**src/rtl/serial_2_parallel_if.sv**
```systemverilog
// Parallel handshake and SPI pin bundle for the serial_2_parallel receiver.
// master is the receiver side, slave is the requester/peripheral side.
interface serial_2_parallel_if #(
    parameter int DATA_W = 16
);
    logic              start;
    logic [DATA_W-1:0] tx_data;
    logic              busy;
    logic [DATA_W-1:0] rx_data;
    logic              rx_valid;
    logic              spi_sck;
    logic              spi_cs_n;
    logic              spi_mosi;
    logic              spi_miso;

    modport master (
        input  start, tx_data, spi_miso,
        output busy, rx_data, rx_valid, spi_sck, spi_cs_n, spi_mosi
    );

    modport slave (
        output start, tx_data, spi_miso,
        input  busy, rx_data, rx_valid, spi_sck, spi_cs_n, spi_mosi
    );
endinterface

```
**src/rtl/serial_2_parallel.sv**
```systemverilog
// SPI mode-0 master: shifts a command out on mosi while reassembling a
// DATA_W-bit word from miso, then presents it with a one-cycle strobe.
module serial_2_parallel #(
    parameter int DATA_W   = 16,
    parameter int CLK_DIV  = 4,
    parameter int CS_SETUP = 2,
    parameter int CS_HOLD  = 2
) (
    input  logic clk,
    input  logic reset,
    serial_2_parallel_if.master bus
);
    localparam int MAX_SH  = (CS_SETUP > CS_HOLD) ? CS_SETUP : CS_HOLD;
    localparam int CNT_MAX = (CLK_DIV > MAX_SH) ? CLK_DIV : MAX_SH;
    localparam int CNT_W   = $clog2(CNT_MAX + 1);
    localparam int BIT_W   = (DATA_W > 1) ? $clog2(DATA_W) : 1;

    typedef enum logic [1:0] {IDLE, SETUP, XFER, HOLD} state_t;

    state_t            state;
    logic [CNT_W-1:0]  cnt;
    logic [BIT_W-1:0]  bit_cnt;
    logic [DATA_W-1:0] tx_sr;
    logic [DATA_W-1:0] rx_sr;

    always_ff @(posedge clk or posedge reset) begin
        if (reset) begin
            state        <= IDLE;
            cnt          <= '0;
            bit_cnt      <= '0;
            tx_sr        <= '0;
            rx_sr        <= '0;
            bus.busy     <= 1'b0;
            bus.rx_data  <= '0;
            bus.rx_valid <= 1'b0;
            bus.spi_sck  <= 1'b0;
            bus.spi_cs_n <= 1'b1;
            bus.spi_mosi <= 1'b0;
        end else begin
            bus.rx_valid <= 1'b0;
            case (state)
                IDLE: begin
                    if (bus.start) begin
                        tx_sr        <= bus.tx_data;
                        bus.spi_mosi <= bus.tx_data[DATA_W-1];
                        bus.spi_cs_n <= 1'b0;
                        bus.busy     <= 1'b1;
                        cnt          <= '0;
                        bit_cnt      <= '0;
                        state        <= SETUP;
                    end
                end
                SETUP: begin
                    if (cnt == CNT_W'(CS_SETUP - 1)) begin
                        cnt   <= '0;
                        state <= XFER;
                    end else begin
                        cnt <= cnt + 1'b1;
                    end
                end
                XFER: begin
                    if (cnt == CNT_W'(CLK_DIV - 1)) begin
                        cnt         <= '0;
                        bus.spi_sck <= ~bus.spi_sck;
                        if (!bus.spi_sck) begin
                            rx_sr <= {rx_sr[DATA_W-2:0], bus.spi_miso};
                        end else if (bit_cnt == BIT_W'(DATA_W - 1)) begin
                            // last falling edge: park mosi low for the hold window
                            bus.spi_mosi <= 1'b0;
                            state        <= HOLD;
                        end else begin
                            bus.spi_mosi <= tx_sr[DATA_W-2];
                            tx_sr        <= {tx_sr[DATA_W-2:0], 1'b0};
                            bit_cnt      <= bit_cnt + 1'b1;
                        end
                    end else begin
                        cnt <= cnt + 1'b1;
                    end
                end
                HOLD: begin
                    if (cnt == CNT_W'(CS_HOLD - 1)) begin
                        cnt          <= '0;
                        bus.spi_cs_n <= 1'b1;
                        bus.rx_data  <= rx_sr;
                        bus.rx_valid <= 1'b1;
                        bus.busy     <= 1'b0;
                        state        <= IDLE;
                    end else begin
                        cnt <= cnt + 1'b1;
                    end
                end
                default: state <= IDLE;
            endcase
        end
    end
endmodule

```
**src/flat_wrapper.sv**
```systemverilog
// flat-port wrapper written by rule: the top's interface ports become plain ports
module serial_2_parallel_flat 
#(
    parameter int DATA_W   = 16,
    parameter int CLK_DIV  = 4,
    parameter int CS_SETUP = 2,
    parameter int CS_HOLD  = 2
)
  (clk, reset, bus_start, bus_tx_data, bus_spi_miso, bus_busy, bus_rx_data, bus_rx_valid, bus_spi_sck, bus_spi_cs_n, bus_spi_mosi);
  serial_2_parallel_if #(.DATA_W(DATA_W)) bus_i ();
  input  logic clk;
  input  logic reset;
  input wire logic [$bits(bus_i.start)-1:0] bus_start;
  input wire logic [$bits(bus_i.tx_data)-1:0] bus_tx_data;
  input wire logic [$bits(bus_i.spi_miso)-1:0] bus_spi_miso;
  output wire logic [$bits(bus_i.busy)-1:0] bus_busy;
  output wire logic [$bits(bus_i.rx_data)-1:0] bus_rx_data;
  output wire logic [$bits(bus_i.rx_valid)-1:0] bus_rx_valid;
  output wire logic [$bits(bus_i.spi_sck)-1:0] bus_spi_sck;
  output wire logic [$bits(bus_i.spi_cs_n)-1:0] bus_spi_cs_n;
  output wire logic [$bits(bus_i.spi_mosi)-1:0] bus_spi_mosi;
  assign bus_i.start = bus_start;
  assign bus_i.tx_data = bus_tx_data;
  assign bus_i.spi_miso = bus_spi_miso;
  assign bus_busy = bus_i.busy;
  assign bus_rx_data = bus_i.rx_data;
  assign bus_rx_valid = bus_i.rx_valid;
  assign bus_spi_sck = bus_i.spi_sck;
  assign bus_spi_cs_n = bus_i.spi_cs_n;
  assign bus_spi_mosi = bus_i.spi_mosi;
  serial_2_parallel #(.DATA_W(DATA_W), .CLK_DIV(CLK_DIV), .CS_SETUP(CS_SETUP), .CS_HOLD(CS_HOLD)) u_core (.clk(clk), .reset(reset), .bus(bus_i));
endmodule
```
**config.mk**
```make
export PLATFORM = sky130hd
export DESIGN_NAME = serial_2_parallel_flat
export DESIGN_NICKNAME = d
export VERILOG_FILES = /design/src/rtl/serial_2_parallel_if.sv /design/src/rtl/serial_2_parallel.sv /design/src/flat_wrapper.sv
export SDC_FILE = /design/constraint.sdc
export NUM_CORES = 1
export LEC_CHECK = 0
export ABC_AREA = 1
export CORE_AREA = 3 3 96 98
export DETAILED_ROUTE_END_ITERATION = 8
export DIE_AREA = 0 0 99 101
export DONT_BUFFER_PORTS = 1
export GPL_TIMING_DRIVEN = 0
export PLACE_DENSITY = 0.52
export SYNTH_ARGS = -nofsm -noshare
export SYNTH_HDL_FRONTEND = slang
export SYNTH_SLANG_ARGS = --single-unit
export TNS_END_PERCENT = 20
```
**constraint.sdc**
```tcl
create_clock -name clk -period 2.2 [get_ports clk]
set_input_delay 0.55 -clock clk [delete_from_list [all_inputs] [get_ports clk]]
set_output_delay 0.55 -clock clk [all_outputs]
set_load 0.01 [all_outputs]
```
### Word level (Yosys, flattened, before mapping)

Index checks and enable logic that the tools add are counted.

* add/sub/neg operators: 2
* eq/ne operators: 13
* multiplexer cells: 34
* bitwise gates (word level): 1
* reduce and logical (&&, ||, !) cells: 11

Operator list (count)
* $mux W15: 4
* $pmux W15 S2: 1
* $mux W4: 4
* $mux W2: 6
* $mux W1: 10
* $ne A2 B1 Y1 const B: 5
* $mux W3: 3
* $pmux W3 S3: 1
* $pmux W2 S4: 1
* $pmux W4 S2: 1
* $pmux W1 S2: 3
* $reduce_and A3 Y1: 2
* $reduce_and A6 Y1: 1
* $reduce_and A5 Y1: 1
* $add A4 B1 Y4 const B: 1
* $eq A2 B2 Y1 const B: 2
* $eq A4 B4 Y1 const B: 1
* $ne A2 B2 Y1 const B: 2
* $reduce_and A2 Y1: 2
* $reduce_and A4 Y1: 1
* $reduce_bool A2 Y1: 2
* $add A3 B1 Y3 const B: 1
* $eq A3 B1 Y1 const B: 1
* $eq A3 B2 Y1 const B: 1
* 4 further kinds: 4

* bits in registers: 61
* input bits: 20
* output and inout bits: 21
* logic and storage cells: 72

### Logic depth before layout (Yosys ltp)

Gate-level depths: netlist of run 1.

* word-level depth: 5
* depth in mapped cells: 11

### Least setup slack after synthesis of run 1

No wires, ideal clock.

* path type: reg-to-reg
* start: reg u_core.cnt[0]
* end: reg u_core.tx_sr[12]
* library setup time: 0.116 ns
* arrival: 1.424 ns
* data required time: 2.084 ns
* setup slack: 0.659 ns
* stages on the path, launching flop included: 12
* buffers on the path: 1
* clock period less this slack: 1.541 ns
* cells stage by stage: dfrtp_1 > ha_1 > ha_1 > inv_1 > nand2_1 > nand2_1 > inv_1 > nand2_4 > nor2_8 > buf_12 > nand2_2 > nand2_1

* longest elaborated chain between the ends: 3

Ends and longest elaborated chain
* from (decl): RTL line serial_2_parallel.sv:21 `logic [CNT_W-1:0] cnt;`
* from (signal assigned): RTL line serial_2_parallel.sv:58 `cnt <= cnt + 1'b1;`
* from (signal assigned): RTL line serial_2_parallel.sv:77 `cnt <= cnt + 1'b1;`
* from (signal assigned): RTL line serial_2_parallel.sv:89 `cnt <= cnt + 1'b1;`
* $eq A3 B2 Y1: RTL line serial_2_parallel.sv:62 `if (cnt == CNT_W'(CLK_DIV - 1)) begin`
* $ne A2 B1 Y1 (no line)
* $reduce_and A5 Y1 (no line)
* to (signal assigned): RTL line serial_2_parallel.sv:44 `tx_sr <= bus.tx_data;`
* to (signal assigned): RTL line serial_2_parallel.sv:73 `tx_sr <= {tx_sr[DATA_W-2:0], 1'b0};`
* to (decl): RTL line serial_2_parallel.sv:23 `logic [DATA_W-1:0] tx_sr;`

Every way passes these cells.
A chain may end at the register's enable or synchronous reset.

### Final worst setup path of run 1

* start: reg u_core.state[0]
* end: reg u_core.state[0]

* longest elaborated chain between the ends: 3

Ends and longest elaborated chain
* from (decl): RTL line serial_2_parallel.sv:20 `state_t state;`
* from (signal assigned): RTL line serial_2_parallel.sv:28 `state <= IDLE;`
* from (signal assigned): RTL line serial_2_parallel.sv:50 `state <= SETUP;`
* from (signal assigned): RTL line serial_2_parallel.sv:56 `state <= XFER;`
* $eq A2 B2 Y1 (tied with other cells): RTL line serial_2_parallel.sv:41 `case (state)`
* $ne A2 B1 Y1 (no line) or $ne A2 B2 Y1 (tied branches)
* $reduce_and A6 Y1 (no line)

Several ways; a longest one is shown, not always the timed one.

==> results of run 1 <==
## per-layer routing
layer | global-route usage, % | up-vias | wire (µm)
li1 | - | 1097 | -
met1 | 16.4 | 1014 | 2740
met2 | 21.5 | 48 | 2880
met3 | 3.74 | 12 | 307
met4 | 5.04 | 0 | 111
met5 | 0 | - | 0
## cell usage after synthesis
library cell | instances | area share, %
nand3_4 | 1 | 0.60
nand2_2 | 10 | 2.1
nand3_2 | 1 | 0.34
nand2_1 | 156 | 20
inv_1 | 32 | 4.1
buf_2 | 4 | 0.68
nand4_1 | 2 | 0.43
ha_1 | 13 | 5.6
nand2_4 | 3 | 1.2
nor2_8 | 1 | 0.68
o21ai_0 | 35 | 6.0
inv_2 | 2 | 0.26
dfrtp_1 | 60 | 51
o21bai_1 | 1 | 0.26
buf_6 | 2 | 0.77
nand3_1 | 7 | 1.2
clkbuf_1 | 4 | 0.51
buf_12 | 1 | 0.68
nor2_4 | 1 | 0.38
nor2_1 | 10 | 1.3
or2_2 | 2 | 0.43
a21oi_1 | 2 | 0.34
dfstp_2 | 1 | 0.90
## cells by family after synthesis
family                     count (synthesis)  share of synthesized area [%]
adders and majority gates                 13                           5.56
DFF                                       61                           52.2
AOI/OAI and AO/OA                         38                           6.58
and+or+nand+nor                          194                           28.6
buffers and inverters                     45                           7.01
## cell usage in the layout (no fill, tap or decap), drive strengths merged
cell        n
clkbuf     14
nor2       12
clkinv      2
clkinvlp    1
dfrtp      60
buf         8
ha         13
nand3       9
o21bai      1
bufinv      2
nand4       2
o21ai      35
nand2     169
inv        35
a21oi       2
or2         2
dfstp       1
## final timing paths
| kind | to | cells past startpoint | slack [ns] | start |
|---|---|---|---|---|
| setup / recovery | u_core.state[0] | 8 | 0.42 | u_core.state[0] |
| hold / removal | u_core.tx_sr[9] | 1 | 0.13 | reset |
| setup reg to reg | u_core.state[0] | 8 | 0.42 | u_core.state[0] |
| hold reg to reg | u_core.bus.rx_data[15] | 2 | 0.47 | u_core.rx_sr[15] |
| max in group asynchronous | u_core.bus.spi_cs_n | 2 | 1.42 | reset |
| min in group clk | u_core.tx_sr[0] | 2 | 0.37 | bus_tx_data[0] |
## state kept, by name (all words and copies together) (netlist names)
name                 flops
u_core.bus.spi_sck       1
u_core.bus.spi_cs_n      1
u_core.tx_sr            15
u_core.bus.rx_data      16
u_core.bus.busy          1
u_core.cnt               3
u_core.bit_cnt           4
u_core.bus.rx_valid      1
u_core.state             2
u_core.rx_sr            16
u_core.bus.spi_mosi      1
## critical path: cells and delay by family (launching register included)
family / cells / cell delay (ns)
adders and majority gates: 1 / 0.25
and+or+nand+nor: 5 / 0.69
DFF: 1 / 0.44
buffers and inverters: 2 / 0.31
## area by class of cell
class | count | area share (%)
clock inverters | 6 | 2.62
well taps | 108 | 4.10
clock buffers | 10 | 3.87
plain buffers | 11 | 2.35
repair buffers | 1 | 0.607
multi-input cells | 245 | 36.2
inverters | 34 | 3.87
flip-flops and latches | 61 | 46.4
## stage by stage
| step | utilization [%] | std cells | worst slack [ns] | power [mW] |
|---|---|---|---|---|
| 2_1_floorplan | - | 351 | 0.139 | 2.70 |
| 3_3_place_gp | 35.8 | 459 | -0.672 | 3.00 |
| 3_5_place_dp | 36.0 | 460 | 0.435 | 3.04 |
| 4_1_cts | 38.5 | 476 | 0.397 | 4.16 |
| 5_1_grt | 38.5 | 476 | 0.226 | 4.45 |
| 6_report | 38.5 | 476 | 0.420 | 4.09 |
## power groups by stage
| stage | logic [mW] | clock network [mW] | registers (mW) |
|---|---|---|---|
| after detailed placement | 1.45 | 0 | 1.59 |
| after global routing | 1.66 | 1.18 | 1.61 |
| final | 1.43 | 1.09 | 1.57 |
| after floorplan | 1.15 | 0 | 1.55 |
| after CTS | 1.46 | 1.12 | 1.58 |
| after global placement | 1.41 | 0 | 1.59 |
==> flow_summary_export.csv, run 1 <==
group,metric,value,unit
status,status,"finished clean",
pwr,power_frac_comb,34.9,%
die,die_h,101,µm
clock_network,cts_buffers,9,
route,drc_errors,0,
pwr,ir_drop,382,µV
min_path,hold_class,"primary input to asynchronous set/reset pin",
setup_path,arrival,2.01,ns
die,placementRows,34,
setup_path,crit_path_end_kind,"flop",
sta,fmax,562,MHz
pwr,p_seq_share,38.4,%
sta,period_share,80.9,%
clock_network,htree_levels,3,
global_routing,grt_max_degree,40,
synthesis,ys_warn_count,0,
setup_path,crit_type,"flop to flop",
setup_path,max_stage_delay,0.44,ns
cells_and_area,fin_nets,396,
cells_and_area,multi_input_area,1190,µm²
pwr,p_per_area,1240,nW/µm²
setup_path,cpMaxStageDelayCell,"dfrtp_1",
global_routing,grt_pass1_wl,10.4,mm
clock_network,cts_buffer_depth,2,
placement,gp_congestion,0.770,
synthesis,ys_seq_area_share,52.2,%
route,wirelength,6.04,mm
synthesis,synth_seq_cells,61,
route,wl_per_cell,12.7,µm
sta,skew,0.00748,ns
sta,hold_viol,0,
sta,fin_crit,1.78,ns
synthesis,ys_types,23,
sta,rsz0062_at_grt,"false",
clock_network,post-cts-setup-buffers,0,
cells_and_area,syn_to_final_growth,12.6,%
pwr,swShare,38.2,%
die,design.die.area,10000,µm²
clock_network,insertion_delay,0.33,ns
clock_network,cts-resized-gates,0,
clock_network,cts_hold_buf,0,
synthesis,avgSynthCellArea,8.34,µm²
sta,relSlewSlack,65.5,%
setup_path,critPathLaunchType,"flop",
setup_path,crit_chain,"inv_1 > ha_1 > inv_1 > nor2_1 > nor2_1 > nand3_1 > nand2_1 > nand2_1",
pwr,power.switching,1.56,mW
global_routing,antenna_found_initial,0,
die,core,8550,µm²
global_routing,grt-ovfl-total,0,
clock_network,cts-root-buf,"clkbuf_8",
clock_network,tritoncts,"built",
cells_and_area,regArea,1530,µm²
pwr,internal-power,2.53,mW
setup_path,crit_path_max_fanout,5,
global_routing,grtUsageTotal,13.1,%
route,drt_iter0_drc,80,
pwr,p_leak,1.68,nW
route,vias_per_cell,4.56,
synthesis,syn-num-nets,384,
sta,finalSetupViolCount,0,
synthesis,syn_area,2930,µm²
flow_run,maxCapViolCount,0,
cells_and_area,drive_above_1_share,12.5,%
die,die_w,99,µm
pwr,clkPwrFrac,26.8,%
placement,placed_cell_area,3080,µm²
clock_network,path_clk_slew,0.07,ns
sta,hold_slack,0.129,ns
cells_and_area,num_antenna_cells,0,
placement,port_buffers,0,
cells_and_area,fillCellCount,866,
sta,worstMarginPinSlew,0.517,ns
clock_network,cts.sinks,61,
sta,setup_tns,0,ns
global_routing,grt_pass1_vias,2197,
synthesis,postSynthCellCount,351,
route,drtPass1Iterations,4,
setup_path,required,2.43,ns
die,start_util,34.2,%
sta,maxSlewViolCount,0,
die,num_io_pins,41,
placement,hpwl,4.39,mm
cells_and_area,fin_area,3300,µm²
route,num_vias,2171,
route,detail-route-antenna-nets,0,
No activity file was read; power rests on OpenSTA's default activity.
==> run 2: changes to the inputs <==
PLACE_DENSITY = 0.54   (was 0.52)
clock period = 1.57 ns   (was 2.2 ns; I/O delays follow)
==> run 2 against run 1 <==
  * The run now ends with hold timing left
  * Final cell count up 2.9%
  * Count of clock-buffer cells in the layout down 1
  * Non-clock buffer count up 14
  * Total power up 57%
  * Clock power up 44%
  * Largest cell class unchanged
  * Largest power group is now combinational logic
==> flow_summary_export.csv, run 2 (synthesis gave the netlist of run 1 again) <==
group,metric,value,unit
status,status,"complete, but fails checks",
status,violations,"hold timing",
global_routing,grtUsageTotal,13.0,%
sta,relSlewSlack,58.1,%
sta,worstMarginPinSlew,0.627,ns
clock_network,cts.sinks,61,
sta,skew,0.0134,ns
clock_network,htree_levels,3,
cells_and_area,drive_above_1_share,23.6,%
cells_and_area,reg.largest.list,"u_core.bus.rx_data x16, u_core.rx_sr x16, u_core.tx_sr x15",
cells_and_area,num_antenna_cells,0,
route,vias_per_cell,4.53,
cells_and_area,fin_cells,490,
die,die_w,99,µm
setup_path,crit_chain,"inv_4 > ha_4 > buf_8 > nand2_4 > nand2_4 > nand2_4 > nor2_8 > buf_12 > nand2_4 > nand2_2",
cells_and_area,most-common-layout-cells,"nand2_1 (146), dfrtp_1 (58), o21ai_0 (33), inv_1 (26), nand2_2 (17)",
route,drtPass1Iterations,4,
setup_path,required,1.84,ns
route,wirelength,6.31,mm
clock_network,insertion_delay,0.34,ns
cells_and_area,fin_nets,410,
route,num_vias,2222,
cells_and_area,syn_to_final_growth,22.5,%
cells_and_area,fillCellCount,848,
sta,rsz0062_at_grt,"true",
cells_and_area,multi_input_area,1320,µm²
setup_path,cpMaxStageDelayCell,"dfrtp_1",
setup_path,critPathMostFrequentCell,"nand2_4",
pwr,p_seq_share,34.5,%
die,start_util,34.2,%
flow_run,maxCapViolCount,0,
global_routing,grt_max_degree,62,
setup_path,crit_path_max_fanout,8,
setup_path,timing.critical_path.buf_inv,3,
sta,hold_slack,-0.0140,ns
sta,finalSetupViolCount,0,
setup_path,critPathLaunchType,"flop",
clock_network,path_clk_slew,0.08,ns
sta,maxSlewViolCount,0,
global_routing,grt_pass1_vias,2141,
clock_network,cts_buffers,9,
clock_network,tritoncts,"built",
placement,port_buffers,0,
sta,period_share,96.8,%
placement,hpwl,4.20,mm
sta,timing.final.ws_setup,0.0505,ns
setup_path,r2r_slack,0.05,ns
pwr,internal-power,3.95,mW
cells_and_area,final_common_cell,"nand2_1",
setup_path,r2r_cells,10,
setup_path,max_stage_delay,0.42,ns
cells_and_area,regArea,1530,µm²
pwr,clkPwrFrac,24.5,%
setup_path,r2r-end,"u_core.tx_sr[2]",
pwr,power_frac_comb,41.0,%
clock_network,cts-root-buf,"clkbuf_8",
pwr,power.switching,2.48,mW
sta,hold_viol,14,
setup_path,crit_path_end_kind,"flop",
die,placementRows,34,
sta,fin_crit,1.52,ns
global_routing,grt_pass1_wl,10.4,mm
setup_path,arrival,1.79,ns
pwr,p_leak,1.79,nW
route,drt_iter0_drc,70,
placement,gp_congestion,0.753,
pwr,ir_drop,662,µV
die,core,8550,µm²
setup_path,crit_type,"flop to flop",
min_path,hold_class,"primary input to asynchronous set/reset pin",
sta,fmax,658,MHz
route,detail-route-antenna-nets,0,
placement,dp_cells,459,
pwr,p_per_area,1790,nW/µm²
setup_path,r2r-start,"u_core.state[0]",
route,wl_per_cell,12.9,µm
die,design.die.area,10000,µm²
route,drc_errors,0,
clock_network,cts_hold_buf,0,
pwr,swShare,38.5,%
clock_network,cts_buffer_depth,2,
pwr,power.total,6.43,mW
die,die_h,101,µm
die,num_io_pins,41,
placement,place_ws,-0.200,ns
global_routing,grt-ovfl-total,0,
global_routing,antenna_found_initial,0,
setup_path,critPathTopFamily,"simple AND/OR/NAND/NOR gates",
-- run 2: cell count changes in the layout (fill, tap and decap cells not counted), moves of 3 or more --
cell	before	now
buf_4	0	11
nand2_1	156	146
nand2_2	10	17
clkbuf_1	5	0
ha_1	13	8
ha_4	0	5
inv_1	31	26
clkbuf_2	0	3
inv_4	0	3
nand2_4	3	6
-- run 2: stage by stage --
| step | TNS (ns) | area, µm² | utilization, % |
|---|---|---|---|
| after CTS | 0 | 3400 | 39.7 |
| after detailed placement | -5.34 | 3070 | 35.9 |
| after global placement | -4.82 | 3070 | 35.9 |
| after global routing | -1.42 | 3590 | 41.9 |
| final | 0 | 3590 | 41.9 |
| after floorplan | 0 | 2930 | - |
-- run 2: repair_timing --
item,in CTS,in global routing
pin swaps,6,8
cloned,0,1
buffers inserted,10,3
resized for setup,16,31
endpoints found under the setup margin,50,56
-- run 2: final cells by class --
cell class,instances,area share (%)
timing repair buffer,15,4.43
multi-input combinational,245,36.7
inverter,34,3.87
clock inverter,7,2.69
buffer,11,2.41
clock buffer,9,3.45
sequential,61,42.7
tap,108,3.77
-- run 2: how the worst max path moves through the flow --
stage                    startpoint                    end  slack [ns]  cells after the start
CTS                   u_core.cnt[1]        u_core.tx_sr[3]        0.02                     11
global placement    u_core.state[0]        u_core.state[1]       -0.20                      8
global route          u_core.cnt[1]  u_core.bus.rx_data[1]       -0.09                      8
floorplan             u_core.cnt[0]       u_core.tx_sr[12]        0.03                     11
detailed placement    u_core.cnt[0]        u_core.rx_sr[4]       -0.20                      5
finish              u_core.state[0]        u_core.tx_sr[2]        0.05                     10
-- run 2: power groups by stage --
| stage | combinational (mW) | clock (mW) | sequential (mW) |
|---|---|---|---|
| global placement | 1.99 | 0 | 2.22 |
| global route | 2.98 | 1.67 | 2.26 |
| floorplan | 1.61 | 0 | 2.17 |
| detailed placement | 2.02 | 0 | 2.23 |
| finish | 2.64 | 1.57 | 2.22 |
| CTS | 2.29 | 1.60 | 2.19 |
-- run 2: per-layer routing --
metal,vias up,global-route usage [%],part of all wire (%)
met5,-,0,0
met4,0,5.36,1.7
met3,10,3.32,5.0
met2,36,21.1,47
met1,1048,16.4,46
li1,1128,-,-
-- run 2: worst register-to-register path, delay by kind of cell, from the launching register on --
kind / cells / cell delay, ns
DFF: 1 / 0.42
and+or+nand+nor: 6 / 0.44
buffers and inverters: 3 / 0.41
adders and majority gates: 1 / 0.18
